## config.mk

```make
export PLATFORM = sky130hd
export DESIGN_NAME = instr_fetch_unit
export DESIGN_NICKNAME = d
export VERILOG_FILES = /design/src/rtl/instr_fetch_unit.sv
export SDC_FILE = /design/constraint.sdc
export NUM_CORES = 1
export LEC_CHECK = 0
export ABC_AREA = 1
export CAP_MARGIN = 0
export CELL_PAD_IN_SITES_DETAIL_PLACEMENT = 2
export CELL_PAD_IN_SITES_GLOBAL_PLACEMENT = 2
export CORE_MARGIN = 5
export CORE_UTILIZATION = 24
export CTS_CLUSTER_DIAMETER = 80
export CTS_CLUSTER_SIZE = 16
export DETAILED_ROUTE_END_ITERATION = 6
export PLACE_DENSITY = 0.83
export SYNTH_ARGS = -nofsm -noshare
export SYNTH_HDL_FRONTEND = slang
export SYNTH_SLANG_ARGS = --single-unit
```

## constraint.sdc

```tcl
create_clock -name clk -period 3.1 [get_ports clk]
set_input_delay 0.62 -clock clk [delete_from_list [all_inputs] [get_ports clk]]
set_output_delay 0.62 -clock clk [all_outputs]
set_load 0.02 [all_outputs]
```

## src/rtl/instr_fetch_unit.sv

```systemverilog
// ---------------------------------------------------------------------------
// instr_fetch_unit
//
// Front end for the ControlUnit. Fetches 16-bit instruction words from
// program memory over a req/ack handshake, latches them into an instruction
// register, and holds opcode/operand stable until the ControlUnit reports
// completion. Owns the program counter, applies taken branches, and halts
// on the HALT opcode or when a fetch goes unanswered for TIMEOUT cycles.
//
// Ports:
//   clk            system clock, rising-edge
//   reset          synchronous, active-high reset
//   mem_req        read request to program memory (high throughout FETCH)
//   mem_addr       read address, always equal to the program counter
//   mem_ack        read-data-valid strobe from memory
//   mem_rdata      instruction word: [15:12] opcode, [11:0] operand
//   opcode         instruction-register opcode
//   operand        instruction-register operand
//   instr_valid    opcode/operand hold a live instruction (EXEC)
//   instr_done     ControlUnit finished the current instruction
//   branch_take    with instr_done: load branch_target into the PC
//   branch_target  branch destination
//   halted         unit is in HALT
//   fetch_err      sticky fetch-timeout flag
// ---------------------------------------------------------------------------
module instr_fetch_unit #(
   parameter int                 ADDR_W   = 8,
   parameter logic [ADDR_W-1:0]  RESET_PC = '0,
   parameter logic [3:0]         HALT_OP  = 4'hF,
   parameter int                 TIMEOUT  = 15
) (
   input  logic              clk,
   input  logic              reset,
   output logic              mem_req,
   output logic [ADDR_W-1:0] mem_addr,
   input  logic              mem_ack,
   input  logic [15:0]       mem_rdata,
   output logic [3:0]        opcode,
   output logic [11:0]       operand,
   output logic              instr_valid,
   input  logic              instr_done,
   input  logic              branch_take,
   input  logic [ADDR_W-1:0] branch_target,
   output logic              halted,
   output logic              fetch_err
);

   localparam int CNT_W = $clog2(TIMEOUT + 1);
   // Counter value seen on the last permitted FETCH cycle.
   localparam logic [CNT_W-1:0] CNT_LAST = CNT_W'(TIMEOUT - 1);

   localparam logic [1:0] S_FETCH = 2'd0;
   localparam logic [1:0] S_EXEC  = 2'd1;
   localparam logic [1:0] S_HALT  = 2'd2;

   logic [1:0]        state;
   logic [ADDR_W-1:0] pc;
   logic [CNT_W-1:0]  cnt;
   logic [3:0]        op_q;
   logic [11:0]       opd_q;
   logic              err_q;

   // NOTE: all state below is updated with non-blocking assignments so every
   // register samples pre-edge values; blocking here would let pc/state
   // updates race each other within the same edge.
   always_ff @(posedge clk) begin
      if (reset) begin
         state <= S_FETCH;
         pc    <= RESET_PC;
         cnt   <= '0;
         op_q  <= 4'h0;
         opd_q <= 12'h000;
         err_q <= 1'b0;
      end else begin
         case (state)
            S_FETCH: begin
               // An ack on the final permitted cycle still wins over timeout.
               if (mem_ack) begin
                  op_q  <= mem_rdata[15:12];
                  opd_q <= mem_rdata[11:0];
                  pc    <= pc + 1'b1;
                  cnt   <= '0;
                  state <= S_EXEC;
               end else if (cnt == CNT_LAST) begin
                  err_q <= 1'b1;
                  cnt   <= '0;
                  state <= S_HALT;
               end else begin
                  cnt <= cnt + 1'b1;
               end
            end
            S_EXEC: begin
               if (instr_done) begin
                  if (op_q == HALT_OP) begin
                     state <= S_HALT;
                  end else begin
                     // Overrides the increment applied when this word was fetched.
                     if (branch_take) pc <= branch_target;
                     state <= S_FETCH;
                  end
               end
            end
            S_HALT: begin
               // Only reset leaves HALT.
            end
            default: state <= S_HALT;
         endcase
      end
   end

   // The request is gated by reset so it reads low while reset is held,
   // and rises in the very first FETCH cycle after release.
   assign mem_req     = (state == S_FETCH) && !reset;
   assign mem_addr    = pc;
   assign instr_valid = (state == S_EXEC);
   assign halted      = (state == S_HALT);
   assign opcode      = op_q;
   assign operand     = opd_q;
   assign fetch_err   = err_q;

endmodule

```

==> results.md, run 1 <==
- Status: finished clean
- Flip-flop and latch area: 621 sq um
- Max-cap violations: 0
- Post-layout util: about 36%
- CTS tree: built
- CP arrival: 1760 ps
- Power share of the combinational group: 29.3%
- Most common cell after layout, fill and taps aside: clkdlybuf4s50_1
- Worst Setup SP: reset
- Worst skew pair latency: between 200 and 300 ps
- GRT overflow: 0
- DP HPWL: 3500 microns
- Nets: 300
- DR vias: roughly 1600
- Clock buffer count from CTS: 5
- Synthesis-stage register bit count: 31
- Pre-CTS WS: 706 ps
- Non-Filler Instances: between 300 and 400
- Site Rows: 28
- Mapped Nets: 243
- Largest net degree at the start of global routing: 24
- Area growth syn-to-layout: 47.2%
- Hold_ws: 485 ps
- Fin worst setup slack: a little over 700 ps
- Die Ht: 88.0 microns
- Yosys cell types: 24
- Worst hold path type: reg -> reg
- Yosys warns: 0
- Most frequent cells in the layout: 56 x clkdlybuf4s50_1, 53 x nor2_1, 32 x nand2_1
- Power per Cell Area: approximately 500 nW/um^2
- Initial Utilization: 24.6%
- # setup viols final: 0
- Static Leak: 0.874 nW
- Internal: 0.730 mW
- Switching Share: 32.4%
- Worst setup EP type: output pin
- Worst vdd rail ir drop: 0.211 mV
- Cell family with most CP delay: buffers and inverters
- CP most frequent cell: clkdlybuf4s50_1
- Final hold violations: 0
- Crit-path cells: clkdlybuf4s50_1 -> nor2_1 -> clkdlybuf4s50_1
- CP max-delay cell: clkdlybuf4s50_1
- WL final: 4700 microns
- Final Slew Violations: 0
- Max Clock Freq: 421 MHz
- Crit path buf inv count: 2
- Dpl cells: ~340
- Cells after Synth: 211
- # fillers: a little over 700
- Post-Syn Area: 1460 sq um
- Critical path class: in -> out
- Iter 0 DRT Violations: 25
- CP required: about 2500 ps
- Setup crit start kind: input pin
- Worst-Margin Slew: 592 ps
- Port buffer count: 56
- Hold_sp: fetch_err
- Clk_skew: 5.51 ps
- Critical Path Fanout Max: 2
- Crit path largest cell delay: 610 ps
- Ant diodes: 0
- Area of the multi-input gates: 709 sq um
- IO Pins: between 50 and 60
- Via/cell ratio: between 4 and 5
- RSZ-0062 raised after global routing: no
- Sequential-to-total area share from yosys stat: a little over two fifths
- Clock power share: 26.7%
- Core ar.: 5920 sq um
- Period minus WS final: 2380 ps
- Clock Path Buffers: 2
- Relative slew margins: around 60%
- Clock Sinks: 31
- Worst reg-to-reg setup slack: 1580 ps
- Seq pwr share: 44.0%
- Tcrit/Tclk final: roughly 77%
- Syn_area_per_cell: just under 7 sq um
- DRT antenna net count: 0
- Die Area: 7740 sq um
- CTS root buf: clkbuf_8
- GR Util All Layers: 12.8%
- H-tree level count: 2
- Total negative slack: 0 ps
- Cts repair resizes: 0
- Routability cong.: 0.695
- Post-CTS setup buffers: 0
- Reg2reg start: state[1]
- Clock slew at reported path FFs: 60 ps
- Die span in x: 88.0 microns
- Ratio of cells with drive above 1 in the final layout: 6.37%
- Switch Pwr: between 0.3 and 0.4 mW
- DRT Pass-1 Iters: 3
- Cts hold-fix bufs: 0
- DRC: 0
- Post-DR wirelength/cell: 13.8 microns
- Vias in the first global route: 1688
- First-pass GRT wire length: 7750 microns
- Initial antenna violation count: 0
[area by class of cell]
cell class	count	area share, %
multi-input combinational	151	33.0
sequential	31	28.9
timing repair buffer	57	26.5
tap	75	4.37
inverter	22	3.85
clock buffer	6	3.38
[Yosys cell counts, drive strengths merged]
library cell / instances / share of area, %
nor2: 57 / 16
nand2: 33 / 8.7
dfxtp: 31 / 43
o21ai: 29 / 10
inv: 22 / 5.7
a21oi: 14 / 4.8
nand3: 9 / 3.4
buf: 6 / 2.9
ha: 3 / 2.6
nand3b: 2 / 1.0
a31oi: 1 / 0.43
clkbuf: 1 / 0.26
nand4: 1 / 0.43
or2: 1 / 0.43
xor2: 1 / 0.60
[worst paths after layout]
| path | to | cells after the start |
|---|---|---|
| hold / removal | fetch_err | 2 |
| setup reg to reg | opcode[0] | 6 |
| hold reg to reg | fetch_err | 2 |
| setup / recovery | mem_req | 3 |
[metal layers]
metal	GRT usage (%)	up-vias	routed length [microns]
li1	-	778	-
met1	13.9	744	1970
met2	24.0	37	2410
met3	4.14	2	306
met4	2.93	0	20
met5	0	-	0
[cells by family (layout without fill, tap and decap cells)]
group,count (synthesis),count (layout),share of synthesized area (%)
adder cells (fa/ha/maj),3,3,2.57
XOR/XNOR,1,1,0.600
AO/OA/AOI/OAI,44,44,15.4
AND/OR/NAND/NOR,103,103,30.0
flip-flops,31,31,42.5
buffers and inverters,29,85,8.83
[worst reg2reg max path: cells and delay by family (launching register included)]
kind | cells | cell delay [ps]
flip-flops | 1 | 380
buffers and inverters | 2 | 340
AND/OR/NAND/NOR | 4 | 690
[per-stage QoR]
stage / instance area (sq um) / power (mW)
5_1_grt: 2150 / 1.15
6_report: 2150 / 1.08
3_3_place_gp: 2070 / 0.795
4_1_cts: 2150 / 1.10
3_5_place_dp: 2070 / 0.805
2_1_floorplan: 1460 / 0.654
[power groups by stage]
| stage | logic, mW | clock network, mW | registers (mW) |
|---|---|---|---|
| floorplan | 0.135 | 0 | 0.518 |
| global placement | 0.316 | 0 | 0.479 |
| detailed placement | 0.322 | 0 | 0.483 |
| CTS | 0.325 | 0.302 | 0.476 |
| global route | 0.351 | 0.319 | 0.481 |
| finish | 0.316 | 0.288 | 0.475 |
[sequential cells by signal, summed over array words and instances (netlist names)]
signal	count
fetch_err	1
operand	12
state	2
cnt	4
mem_addr	8
opcode	4
(Power assumes the default switching activity.)
==> inputs of run 2 (changes only) <==
CORE_UTILIZATION = 22   (was 24)
PLACE_DENSITY = 0.77   (was 0.83)
clock period = 2.4 ns   (was 3.1 ns; I/O delays follow)
==> run 2 against run 1 <==
Global-route usage is 0.41 points lower. Worst hold slack worse by 3.3 ps. Critical path depth unchanged. Utilization is 2.3 points lower. Flip-flop and latch count unchanged. First-iteration DRC count decreased by 36%. Final cell count up 1.5%. Register-to-register slack got worse by 700 ps. Critical endpoint unchanged. Combinational power rose by 34%. Count of clock-buffer cells in the layout unchanged. Critical path type unchanged.
==> results.md, run 2 (synthesis results as in run 1) <==
- Status: finished clean
- Worst setup EP type: output pin
- CP most frequent cell: clkdlybuf4s50_1
- CTS root buf: clkbuf_8
- Period minus WS final: 2100 ps
- Static Leak: 0.889 nW (+1.7%)
- RSZ-0062 raised after global routing: no
- Hold_ws: 481 ps (-3.34 ps)
- Clock Sinks: 31 (unchanged)
- Reg2reg start: state[1]
- Worst hold path type: reg -> reg
- Post-CTS setup buffers: 0 (unchanged)
- Die Area: 8360 sq um (+8.0%)
- Crit path buf inv count: 2 (unchanged)
- Ratio of cells with drive above 1 in the final layout: 7.41% (+1.0 points)
- Critical path class: in -> out
- Site Rows: 29 (+3.6%)
- Iter 0 DRT Violations: 16 (-36%)
- Fin worst setup slack: 303 ps (-420 ps)
- Power per Cell Area: 648 nW/um^2 (+29%)
- DRC: 0 (unchanged)
- Final Slew Violations: 0 (unchanged)
- Clock slew at reported path FFs: 60 ps (about the same)
- Clock Path Buffers: 2 (unchanged)
- Worst skew pair latency: 280 ps (about the same)
- Cell family with most CP delay: buffers and inverters
- Routability cong.: 0.692 (-0.42%)
- Global route hottest layer: met2
- Hold_sp: fetch_err
- Largest net degree at the start of global routing: 18 (-25%)
- CP arrival: 1620 ps (-140 ps)
- Crit path largest cell delay: 600 ps (about the same)
- Reg2Reg Depth: 7 (+1)
- Die span in x: 91.4 microns (+3.9%)
- DRT antenna net count: 0 (unchanged)
- Initial antenna violation count: 0 (unchanged)
- First-pass GRT wire length: 8430 microns (+8.8%)
- # setup viols final: 0 (unchanged)
- Max reg flops: 12 (unchanged)
- WL final: 4910 microns (+4.3%)
- Crit-path cells: clkdlybuf4s50_1 -> nor2_1 -> clkdlybuf4s50_1
- GRT overflow: 0 (unchanged)
- H-tree level count: 2 (unchanged)
- Die Ht: 91.4 microns (+3.9%)
- Final hold violations: 0 (unchanged)
- Worst reg-to-reg setup slack: 880 ps (-700 ps)
- Nets: 303 (+1.0%)
- Max Clock Freq: 477 MHz
- Clk_skew: 3.29 ps (-2.22 ps)
- Worst-Margin Slew: 515 ps (-76.1 ps)
- DRT Pass-1 Iters: 2 (-1)
- Endpoint, Worst Hold: fetch_err
- Setup crit start kind: input pin
- Max-cap violations: 0 (unchanged)
- Worst vdd rail ir drop: 0.369 mV (+75%)
- Routing usage on met3: 5.54% (+1.4 points)
- Cts hold-fix bufs: 0 (unchanged)
- Ant diodes: 0 (unchanged)
- WHS Path Cells: 2 (unchanged)
- Cts repair resizes: 0 (unchanged)
- Critical Path Fanout Max: 2 (unchanged)
- CTS tree: built
- GR Util All Layers: 12.4% (-0.41 points)
- CP max-delay cell: clkdlybuf4s50_1
- Vias in the first global route: 1747 (+3.5%)
- Port buffer count: 56 (unchanged)
- Area growth syn-to-layout: 48.9%
- Initial Utilization: 22.8% (-1.8 points)
- Reg2reg end: mem_addr[2]
- Tcrit/Tclk final: around 87%
- Most common cell after layout, fill and taps aside: clkdlybuf4s50_1
- Post-layout util: 34.0% (-2.3 points)
- CP required: 1920 ps (-560 ps)
- Clock buffer count from CTS: 5 (unchanged)
- Relative slew margins: 65.6% (+5.0 points)
- DP HPWL: 3740 microns (+6.7%)
- Via/cell ratio: 4.53 (-0.81%)
- M2 GR Usage: 22.2% (-1.8 points)
- Total negative slack: 0 ps (unchanged)
- Pre-CTS WS: 290 ps (-416 ps)
- Met1 GRT Util: 13.1% (-0.78 points)
- DR vias: 1571 (+0.64%)
- IO Pins: 57 (unchanged)
- Post-DR wirelength/cell: 14.1 microns (+2.8%)
- Most frequent cells in the layout: 56 x clkdlybuf4s50_1, 53 x nor2_1, 32 x nand2_1
- Core ar.: 6390 sq um (+7.9%)
==> run 2: worst register-to-register path, delay by kind of cell, from the launching register on <==
| family | cells | cell delay [ps] |
|---|---|---|
| AOI/OAI and AO/OA | 2 | 270 |
| buffers and inverters | 2 | 130 |
| and+or+nand+nor | 3 | 570 |
| DFF | 1 | 440 |
==> run 2: worst max path at each step <==
stage / from / end / slack [ps] / depth (start not counted)
final: reset / mem_req / 300 / 3
after detailed placement: mem_ack / mem_addr[2] / 290 / 6
after floorplan: reset / mem_req / 1000 / 2
after global routing: state[1] / mem_req / 210 / 4
after CTS: state[1] / mem_req / 280 / 4
after global placement: reset / mem_req / 310 / 3
==> run 2: metal layers <==
metal,up-vias,part of all wire (%)
met5,-,0
met4,0,1.1
met3,5,8.5
met2,38,50
met1,746,40
li1,782,-
==> run 2: where the power goes <==
part           switching (mW)  internal (mW)
clock                   0.182          0.193
sequential             0.0430          0.568
combinational           0.234          0.187
total                   0.459          0.948
==> run 2: area by class of cell <==
type	count	area, sq um
Sequential cell	31	621
Multi-Input combinational cell	151	709
Fill cell	784	4210
Inverter	22	82.6
Clock buffer	6	72.6
Tap cell	77	96.3
Timing Repair Buffer	60	591
==> run 2: stage by stage <==
step                area [sq um]  instances  power (mW)
finish                      2170        347        1.41
global route                2170        347        1.51
CTS                         2170        347        1.44
detailed placement          2100        341        1.05
global placement            2100        341        1.03
floorplan                   1460        211       0.844
